### config.mk
export PLATFORM = sky130hd
export DESIGN_NAME = rst_sequencer
export DESIGN_NICKNAME = d
export VERILOG_FILES = /design/src/rtl/rst_sequencer.sv
export SDC_FILE = /design/constraint.sdc
export NUM_CORES = 1
export LEC_CHECK = 0
export CAP_MARGIN = 40
export CORE_UTILIZATION = 54
export DETAILED_ROUTE_END_ITERATION = 16
export GPL_TIMING_DRIVEN = 0
export PLACE_DENSITY_LB_ADDON = 0.08
export SKIP_LAST_GASP = 1
export SYNTH_ARGS = -nofsm -noshare
export SYNTH_HDL_FRONTEND = slang
export SYNTH_SLANG_ARGS = --single-unit
### constraint.sdc
create_clock -name clk -period 2.1 [get_ports clk]
set_input_delay 0.42 -clock clk [delete_from_list [all_inputs] [get_ports clk]]
set_output_delay 0.42 -clock clk [all_outputs]
set_load 0.01 [all_outputs]
### src/rtl/rst_sequencer.sv
// Power-on / re-arm reset sequencer: qualifies PLL lock, holds reset, then
// releases NCH active-high reset domains one at a time with a fixed gap.
`timescale 1ns/1ps
module rst_sequencer #(
   parameter int unsigned     NCH       = 3,
   parameter int unsigned     CNTW      = 22,
   parameter logic [CNTW-1:0] HOLD      = CNTW'(22'h3fffff),
   parameter logic [CNTW-1:0] STEP      = CNTW'(255),
   parameter int unsigned     LOCK_FILT = 4
) (
   input  logic           clk,
   input  logic           reset,
   input  logic           pll_lock,
   input  logic           sw_rst,
   output logic [NCH-1:0] rst_out,
   output logic           ready,
   output logic [1:0]     state,
   output logic [1:0]     cause
);

   localparam int unsigned FW = $clog2(LOCK_FILT + 1);
   localparam int unsigned IW = (NCH > 1) ? $clog2(NCH) : 1;
   localparam logic [FW-1:0] FILT_LAST = FW'(LOCK_FILT - 1);
   localparam logic [IW-1:0] IDX_LAST  = IW'(NCH - 1);

   typedef enum logic [1:0] {
      ST_WAIT_LOCK = 2'd0,
      ST_HOLD      = 2'd1,
      ST_RELEASE   = 2'd2,
      ST_RUN       = 2'd3
   } state_e;

   typedef enum logic [1:0] {
      CAUSE_POR  = 2'd0,
      CAUSE_LOCK = 2'd1,
      CAUSE_SW   = 2'd2
   } cause_e;

   state_e          state_q, state_d;
   cause_e          cause_q, cause_d;
   logic [NCH-1:0]  rst_q, rst_d;
   logic            ready_q, ready_d;
   logic [CNTW-1:0] cnt_q, cnt_d;
   logic [IW-1:0]   idx_q, idx_d;
   logic [FW-1:0]   filt_q, filt_d;
   logic            sync1_q, sync1_d;
   logic            sync2_q, sync2_d;
   logic            lock_s;

   assign lock_s = sync2_q;

   always_comb begin
      state_d = state_q;
      cause_d = cause_q;
      rst_d   = rst_q;
      ready_d = ready_q;
      cnt_d   = cnt_q;
      idx_d   = idx_q;
      filt_d  = filt_q;
      sync1_d = pll_lock;
      sync2_d = sync1_q;

      if (state_q == ST_WAIT_LOCK) begin
         if (!lock_s) begin
            filt_d = '0;
         end else if (filt_q == FILT_LAST) begin
            state_d = ST_HOLD;
            cnt_d   = HOLD;
            filt_d  = '0;
         end else begin
            filt_d = filt_q + 1'b1;
         end
      end else if (!lock_s) begin
         // lock loss outranks a concurrent software request
         state_d = ST_WAIT_LOCK;
         cause_d = CAUSE_LOCK;
         rst_d   = '1;
         ready_d = 1'b0;
         filt_d  = '0;
         cnt_d   = '0;
         idx_d   = '0;
      end else if (sw_rst) begin
         state_d = ST_HOLD;
         cause_d = CAUSE_SW;
         rst_d   = '1;
         ready_d = 1'b0;
         cnt_d   = HOLD;
         idx_d   = '0;
      end else if (state_q == ST_HOLD) begin
         if (cnt_q != '0) begin
            cnt_d = cnt_q - 1'b1;
         end else begin
            rst_d[0] = 1'b0;
            if (NCH == 1) begin
               state_d = ST_RUN;
               ready_d = 1'b1;
            end else begin
               state_d = ST_RELEASE;
               idx_d   = IW'(1);
               cnt_d   = STEP;
            end
         end
      end else if (state_q == ST_RELEASE) begin
         if (cnt_q != '0) begin
            cnt_d = cnt_q - 1'b1;
         end else begin
            for (int unsigned i = 0; i < NCH; i++) begin
               if (IW'(i) == idx_q) rst_d[i] = 1'b0;
            end
            if (idx_q == IDX_LAST) begin
               state_d = ST_RUN;
               ready_d = 1'b1;
            end else begin
               idx_d = idx_q + 1'b1;
               cnt_d = STEP;
            end
         end
      end
   end

   always_ff @(posedge clk or negedge reset) begin
      if (!reset) begin
         state_q <= ST_WAIT_LOCK;
         cause_q <= CAUSE_POR;
         rst_q   <= '1;
         ready_q <= 1'b0;
         cnt_q   <= '0;
         idx_q   <= '0;
         filt_q  <= '0;
         sync1_q <= 1'b0;
         sync2_q <= 1'b0;
      end else begin
         state_q <= state_d;
         cause_q <= cause_d;
         rst_q   <= rst_d;
         ready_q <= ready_d;
         cnt_q   <= cnt_d;
         idx_q   <= idx_d;
         filt_q  <= filt_d;
         sync1_q <= sync1_d;
         sync2_q <= sync2_d;
      end
   end

   assign rst_out = rst_q;
   assign ready   = ready_q;
   assign state   = state_q;
   assign cause   = cause_q;

endmodule

== Yosys cells after proc, flatten, opt, wreduce, memory -nomap -nowiden ==
Cells that the tools add are included.

* Add/sub/neg operators: 3
* $mul: 0
* Div/mod/pow operators: 0
* Magnitude comparators: 0
* Equality and inequality tests: 23
* Shift operators: 0
* Multiplexer cells: 49
* Bitwise logic cells: 1
* Reductions and logical operators: 11

{| class="wikitable"
|+ Operator list
! operator !! number
|-
| 22-bit two-way mux || 10
|-
| 2-bit two-way mux || 20
|-
| 3-bit two-way mux || 8
|-
| 22-bit nonzero test || 1
|-
| 22-bit by 1-bit subtractor with 22-bit output, second input constant || 1
|-
| 5-bit AND reduction || 4
|-
| 3-bit by 2-bit != test with 1-bit output, second input constant || 4
|-
| 4-bit AND reduction || 3
|-
| 1-bit two-way mux || 11
|-
| 5-bit by 2-bit != test with 1-bit output, second input constant || 2
|-
| 4-bit by 2-bit != test with 1-bit output, second input constant || 2
|-
| 4-bit != test, second input constant || 2
|-
| 3-bit != test, second input constant || 2
|-
| 6-bit != test, second input constant || 1
|-
| 2-bit == test, second input constant || 2
|-
| 2-bit zero test || 2
|-
| 2-bit by 1-bit != test with 1-bit output, second input constant || 2
|-
| 2-bit != test, second input constant || 2
|-
| 3-bit by 1-bit adder with 3-bit output, second input constant || 1
|-
| 3-bit by 2-bit == test with 1-bit output, second input constant || 1
|-
| 2-bit by 1-bit adder with 2-bit output, second input constant || 1
|-
| 1-bit by 2-bit == test with 1-bit output, first input constant || 1
|-
| 2-bit by 1-bit == test with 1-bit output, second input constant || 1
|-
| 2-bit == test, first input constant || 1
|-
| 2 further kinds || 2
|}

* Register bits: 37
* Bits in latches: 0
* Bits in writable memories: 0
* ROM bits: 0
* Bits of input ports: 4
* Output and inout port bits: 8
* Logic and storage cells: 98
* Memories kept: 0

== Depth between registers and ports, before layout ==
Gate-level depths: netlist of the first run.

* Depth in word-level cells: 8
* Depth in mapped cells: 9
* Mapped depth without buffers: 7

== Worst setup path after synthesis of the first run ==
OpenSTA, ideal clock, no wires.

* Path kind: reg-to-reg
* Start: register cnt_q[0]
* End: register cnt_q[9]
* Setup time: 120 ps
* Arrival time: 2,168 ps
* Data required time: 1,980 ps
* Slack: -188 ps
* Stages on the path, launching flop included: 9
* Buffers on the path: 2
* Clock period less this slack: 2,288 ps
* Path through: dfrtp_1 > inv_1 > ha_1 > nor4b_4 > nand4_2 > o41a_1 > buf_2 > buf_2 > o211a_1

* Word-level cells in the longest chain between the ends: 7
* Elaborated cells between the ends (all ways): 11
* Those cells by class: 1 x add/sub; 1 x eq/ne; 7 x mux; 2 x reduce/logical

{| class="wikitable"
|+ Ends and longest elaborated chain
! what !! RTL line !! source
|-
| start, declared || 43 || <nowiki>logic [CNTW-1:0] cnt_q, cnt_d;</nowiki>
|-
| start signal, assigned || 137 || <nowiki>cnt_q <= cnt_d;</nowiki>
|-
| 22-bit by 1-bit subtractor with 22-bit output or 22-bit nonzero test (tied branches) || - ||
|-
| 22-bit two-way mux || 104 || <nowiki>if (cnt_q != '0) begin</nowiki>
|-
| 22-bit two-way mux || 103 || <nowiki>end else if (state_q == ST_RELEASE) begin</nowiki>
|-
| 22-bit two-way mux || 89 || <nowiki>end else if (state_q == ST_HOLD) begin</nowiki>
|-
| 22-bit two-way mux || 82 || <nowiki>end else if (sw_rst) begin</nowiki>
|-
| 22-bit two-way mux || 73 || <nowiki>end else if (!lock_s) begin</nowiki>
|-
| 22-bit two-way mux || 63 || <nowiki>if (state_q == ST_WAIT_LOCK) begin</nowiki>
|}

Several ways; a longest one is shown, not always the timed one. The select of a mux whose other input is x is not followed.
A chain may end at the register's enable or synchronous reset.

== Final worst setup path of the first run ==
Ends and elaborated chain as after synthesis.

==> results of run 1 <==
==> layer usage <==
metal  track usage (%)  vias up  part of all wire [%]  routed length (um)
met5                 0        -                     0                   0
met4              10.6        0                   2.6                 161
met3              5.69       20                   5.4                 332
met2              50.4       82                    47                2920
met1              40.3     1021                    45                2760
li1                  -      999                     -                   -
==> stage by stage <==
| stage | hold WS, ns | total power [mW] | setup TNS (ns) | cell area, sq um |
|---|---|---|---|---|
| final | 0.225 | 3.99 | -0.549 | 3020 |
| after detailed placement | 0.340 | 2.64 | -16.96 | 2430 |
| after global placement | 0.333 | 2.60 | -24.26 | 2430 |
| after global routing | 0.290 | 4.22 | -1.84 | 3020 |
| after floorplan | 0.124 | 2.26 | -0.381 | 2260 |
| after CTS | 0.247 | 3.75 | -0.244 | 2900 |
==> worst max path at each step <==
stage               startpoint   endpoint  cells past startpoint
floorplan            cnt_q[21]  cnt_q[10]                      6
global placement        sw_rst   cnt_q[9]                      7
finish                cnt_q[0]   cnt_q[9]                      9
detailed placement      sw_rst   cnt_q[9]                      7
global route          cnt_q[1]  cnt_q[20]                     10
CTS                  cnt_q[18]   cnt_q[9]                      6
==> critical path: cells and delay by family, from the launching register on <==
| family | cells | cell delay [ns] |
|---|---|---|
| AO/OA/AOI/OAI | 2 | 0.68 |
| adder cells (fa/ha/maj) | 1 | 0.13 |
| buffers and inverters | 4 | 0.56 |
| flip-flops | 1 | 0.40 |
| AND/OR/NAND/NOR | 2 | 0.29 |
==> placed cells by master, fill, tap and decap left out, drive strengths merged, types with 2 or more instances in the layout <==
master / Yosys / final
dfrtp: 34 / 34
nand4: 6 / 6
o31ai: 3 / 3
nor4b: 5 / 5
nand2: 16 / 16
nand2b: 4 / 4
a2bb2oi: 2 / 2
nand3: 4 / 4
a211oi: 2 / 2
nor2: 22 / 22
dfstp: 3 / 3
a22oi: 5 / 5
or2: 2 / 2
nor2b: 2 / 2
inv: 15 / 15
ha: 8 / 8
a21oi: 18 / 18
nor3: 9 / 9
buf: 3 / 33
clkbuf: 6 / 10
and2: 2 / 2
or4: 3 / 3
o21a: 6 / 6
a21boi: 5 / 5
o41ai: 3 / 3
o21ai: 19 / 19
mux2i: 2 / 2
a21o: 3 / 3
clkdlybuf4s50: 0 / 10
o21bai: 3 / 3
a31oi: 2 / 2
nor4: 5 / 5
o22a: 5 / 5
==> sequential cells by signal, summed over array words and instances (netlist names) <==
signal   count
sync1_q      1
filt_q       3
idx_q        2
cause        2
rst_out      3
lock_s       1
state        2
cnt_q       22
ready        1
==> timing repair <==
| action | 4_1_cts | 5_1_grt |
|---|---|---|
| pin swaps | 8 | 7 |
| cloned | 2 | 0 |
| buffers inserted | 18 | 7 |
| setup endpoints to repair | 30 | 24 |
| gates resized for setup | 39 | 22 |
==> where the power goes <==
part | internal (mW) | total [mW] | switching [mW]
Sequential | 0.978 | 1.36 | 0.381
Clock | 0.386 | 0.655 | 0.269
Combinational | 0.980 | 1.98 | 0.997
==> final cells by class <==
cell class	count	area share, %
clock inverter	2	1.24
buffer	9	2.40
tap	48	1.99
multi-input combinational	181	48.2
timing repair buffer	38	10.8
sequential	37	30.8
clock buffer	6	2.73
inverter	15	1.86
==> cells by family (layout without fill, tap and decap cells) <==
kind of cell	Yosys count	in the layout	synth area share, %
flops	37	37	41.7
compound gates	86	86	26.9
simple gates	83	83	20.7
mux	2	2	0.899
xor+xnor	2	2	0.787
buf+inv	24	70	4.49
fa+ha+maj	8	8	4.49
==> summary.md, run 1 <==
| Metric | Value |
|---|---|
| Final setup violation count | 16 |
| Startpoint type of the worst setup path | flop |
| R2R setup slack | -0.07 ns |
| Crit path kind | reg -> reg |
| Critical Path RT | 2.28 ns |
| Synth area leader | dfrtp_1 |
| DR iter-0 viols | just under 200 |
| Synth Cell Area | 2230 sq um |
| Cell Chain, Critical Path | inv_2, ha_4, nor4b_4, buf_4, nand4_4, o41a_1, buf_6, buf_8, o211a_1 |
| Async SR Flop Fraction | between 90% and 100% |
| Total Die Area | 4390 sq um |
| Number of iterations in the first detailed-routing pass | 5 |
| Post-route DRC | 0 |
| Crit Path Max Fanout | 6 |
| Longest Clk Path Bufs | 2 |
| Reg2Reg Depth | 9 |
| Max frequency | around 460 MHz |
| First-pass GRT wire length | between 9 and 10 mm |
| Gr ovfl total | 0 |
| Outcome | finished, violations left |
| Vias per cell | 6.32 |
| Register area share after synthesis | 41.7% |
| Worst R2R End | cnt_q[9] |
| Htree depth | 2 |
| Pin count of the biggest net entering global routing | 38 |
| Hold/Removal Path Class | in -> async |
| Fin cells | roughly 340 |
| Register Area | between 900 and 1000 sq um |
| Top_reg_cell synth | dfrtp_1 |
| Worst Max-Slew Pin Slew | 0.845 ns |
| Post-layout worst setup margin | -0.0697 ns |
| Cts-stage hold buffer count | 0 |
| Area Growth Syn to Fin | 35.7% |
| Max VDD drop | between 1000 and 1500 uV |
| Slew Viols, Final | 0 |
| Hold Fails Final Rpt | 0 |
| Post-synth net total | 254 |
| Crit-path max cell delay | 0.48 ns |
| Most instantiated cells after synthesis | dfrtp_1 (34), nor2_1 (22), a21oi_1 (18) |
| Worst-path clk slew | around 0.080 ns |
| Chip Width | between 60 and 70 um |
| I/O pin cnt | 12 |
| HPWL Detailed | roughly 3.5 mm |
| Setup WS pre-CTS | -0.954 ns |
| Area contributors post-synth | dfrtp_1 (38%), ha_1 (4.5%), a21oi_1 (4.0%), o21ai_0 (3.8%), nor2_1 (3.7%) |
| Clk_lat worst skew | around 0.30 ns |
| Static leakage | 1.21 nW |
| Clk_skew | ~0.008 ns |
| Initial Utilization | slightly below 60% |
| # port buffers | 11 |
| Clk sinks | 37 |
| CTS Buf Count | 5 |
| Number of enable-type register cells in the synthesized netlist | 0 |
| RSZ-0062 raised after global routing | yes |
| Slew headroom | 43.7% |
| Post-Syn Instances | roughly 240 |
| Layout Nets | 299 |
| Most frequent cell after synthesis | dfrtp_1 |
| Yosys cell types | 57 |
| Layout fillers | around 250 |
| Synth warn | 0 |
| Period utilization | 103% |
| Total track usage | a little under a third |
| Die Y | 66.2 um |
| FF-to-FF Start | cnt_q[0] |
| #FFs+latches synth | 37 |
| MaxCap Viol Count | 0 |
| Core area | about 3800 sq um |
| Vias | between 2k and 2.5k |
| Failing checks | setup timing |
| GPL Wtd Cong | just under 0.8 |
| Final ANT Viol Nets | 0 |
| Share of layout cells above drive strength 1 | 31.9% |
| Finished Core Util | around four fifths |
| Antenna diode count | 0 |
| CP max stage cell | o41a_1 |
| Crit path time final | between 2 and 2.5 ns |
| Area occupied by multi-input gates | 1460 sq um |
| Initial antenna violation count | 0 |
| FP Rows | 22 |
| PwrDens | about 1300 nW/um^2 |
| Crit path DAT | roughly 2.4 ns |
| Total wire length | a little over 6 mm |
| CP endpoint kind | flop |
| Number of global-route vias before repair | around 2.0k |
| Syn_area_per_cell | roughly 9.2 sq um |
| Share of Yosys cell area claimed by the top area cell type | about two fifths |
| Post-DR wirelength/cell | 18.4 um |
| Clock root cell | clkbuf_8 |
| Placed Cells incl. Taps | ~300 |
| CTS tree | built |
(Power assumes the default switching activity.)
==> inputs of run 2 (changes only) <==
- CORE_UTILIZATION: 54 -> 40
- RECOVER_POWER: not set -> 25
==> summary.md, run 2 (synthesis results as in run 1) <==
| Metric | Value |
|---|---|
| HPWL Detailed | 3.76 mm (+7.2%) |
| Final ANT Viol Nets | 0 (unchanged) |
| Critical Path RT | 2.28 ns (about the same) |
| CTS tree | built |
| Slew Viols, Final | 0 (unchanged) |
| Max frequency | 459 MHz (-0.42%) |
| Total track usage | 21.6% (-9.0 points) |
| Worst Max-Slew Pin Slew | 0.839 ns (-0.00581 ns) |
| Startpoint type of the worst setup path | input port |
| Max reg flops | 22 (unchanged) |
| FP Rows | 26 (+18%) |
| Post-layout worst setup margin | -0.0788 ns (-0.00915 ns) |
| Initial Utilization | 42.5% (-16 points) |
| Share of layout cells above drive strength 1 | 26.8% (-5.2 points) |
| Total wire length | 5.89 mm (-4.6%) |
| Clk_lat worst skew | 0.29 ns (about the same) |
| Clk sinks | 37 (unchanged) |
| Failing checks | setup timing |
| Worst-path clk slew | 0.08 ns (about the same) |
| Total Die Area | 5870 sq um (+34%) |
| Period utilization | 104% (+0.44 points) |
| Most frequent cells in the layout | dfrtp_1 (33), nor2_1 (22), buf_4 (20) |
| Crit-path max cell delay | 0.45 ns (-0.03 ns) |
| Number of iterations in the first detailed-routing pass | 4 (-1) |
| Antenna diode count | 0 (unchanged) |
| Crit path kind | in -> reg |
| CP max stage cell | clkdlybuf4s50_1 |
| Gr ovfl total | 0 (unchanged) |
| Clock root cell | clkbuf_8 |
| Outcome | finished, violations left |
| First-pass GRT wire length | 10.1 mm (+0.96%) |
| Longest Clk Path Bufs | 2 (unchanged) |
| Crit path DAT | 2.35 ns (about the same) |
| Hold Fails Final Rpt | 0 (unchanged) |
| Vias per cell | 5.78 (-8.5%) |
| Commonest non-fill, non-tap cell in the layout | dfrtp_1 |
| Core area | 5240 sq um (+38%) |
| Clk_skew | 0.00930 ns (+0.00131 ns) |
| Slew headroom | 44.1% (+0.39 points) |
| Cell Chain, Critical Path | clkdlybuf4s50_1, clkbuf_2, nor4b_4, o21bai_2, o41a_1, buf_6, buf_6, o211a_1 |
| Max VDD drop | 613 uV (-46%) |
| Hold/Removal Path Class | in -> async |
| Crit Path Max Fanout | 10 (+4) |
| Setup WS pre-CTS | -0.979 ns (-0.0249 ns) |
| Chip Width | 76.6 um (+16%) |
| Register with the most flip-flops | cnt_q |
| Post-DR wirelength/cell | 16.6 um (-9.4%) |
| Vias | 2,046 (-3.6%) |
| Initial antenna violation count | 0 (unchanged) |
| MaxCap Viol Count | 0 (unchanged) |
| DP Area | 2480 sq um (+2.0%) |
| # port buffers | 11 (unchanged) |
| Crit path time final | 2.18 ns (+0.00915 ns) |
| Post-route DRC | 0 (unchanged) |
| DR iter-0 viols | 97 (-51%) |
| Placed Cells incl. Taps | 324 (+7.6%) |
| Finished Core Util | 56.5% (-23 points) |
| Area Growth Syn to Fin | 33.0% |
| Number of global-route vias before repair | 2,051 (+0.15%) |
| Fin cells | 354 (+5.4%) |
| Top cell by count, worst path | buf_6 |
| Layout Nets | 295 (-1.3%) |
| GPL Wtd Cong | 0.805 (+1.4%) |
| RSZ-0062 raised after global routing | yes |
| Static leakage | 1.18 nW (-2.6%) |
| PwrDens | 1250 nW/um^2 (-5.0%) |
| I/O pin cnt | 12 (unchanged) |
| Pin count of the biggest net entering global routing | 25 (-34%) |
| Final instance area | 2960 sq um (-2.0%) |
| Htree depth | 2 (unchanged) |
| CTS Buf Count | 5 (unchanged) |
| CP endpoint kind | flop |
| Die Y | 76.6 um (+16%) |
| Final setup violation count | 14 (-2) |
-- run 2: cell count changes in the layout (fill, tap and decap cells not counted), sizes merged --
cell,before,now
buf,33,25
clkbuf,10,12
clkinv,0,1
a21boi,5,6
-- run 2: repair_timing --
item	CTS	global route
endpoints found under the setup margin	30	23
pin swaps	10	1
resized for setup	32	9
buffers inserted	15	6
cloned	1	0
hold buffers	0	0
-- run 2: layer usage --
metal  GRT usage [%]  vias up  share of wire (%)
met1            29.7     1010                 46
met5               0        -                  0
li1                -      986                  -
met2            34.7       42                 48
met4            7.12        0                1.4
met3            3.35        8                4.0
-- run 2: critical path: cells and delay by family --
family,cells,cell delay (ns)
compound gates,3,0.52
buf+inv,4,1.00
simple gates,1,0.41
-- run 2: cell type report --
cell class / count / area, sq um
inverters: 15 / 56.3
well taps: 70 / 87.6
plain buffers: 9 / 71.3
multi-input cells: 182 / 1420
clock buffers: 5 / 68.8
clock inverters: 3 / 46.3
fillers: 456 / 2280
flip-flops and latches: 37 / 931
repair buffers: 33 / 285
-- run 2: through the flow --
stage | total power [mW] | TNS (ns) | hold slack, ns
6_report | 3.72 | -0.393 | 0.201
5_1_grt | 4.01 | -1.81 | 0.273
4_1_cts | 3.59 | -0.0480 | 0.0294
3_5_place_dp | 2.65 | -17.23 | 0.337
3_3_place_gp | 2.64 | -28.68 | 0.335
2_1_floorplan | 2.26 | -0.381 | 0.124
-- run 2: report_power, final --
part           switching (mW)  leakage, nW  internal, mW
logic                   0.883        0.687         0.865
registers               0.359        0.436         0.979
clock network           0.275       0.0543         0.356
-- run 2: final timing paths --
path | from | endpoint | slack (ns) | cells after the start
setup / recovery | sw_rst | cnt_q[9] | -0.08 | 8
min in group clk | sync1_q | lock_s | 0.35 | 0
setup reg to reg | cnt_q[18] | cnt_q[9] | -0.06 | 6
hold / removal | reset | ready | 0.20 | 1
hold reg to reg | sync1_q | lock_s | 0.35 | 0
max in group asynchronous | reset | rst_out[2] | 1.22 | 2
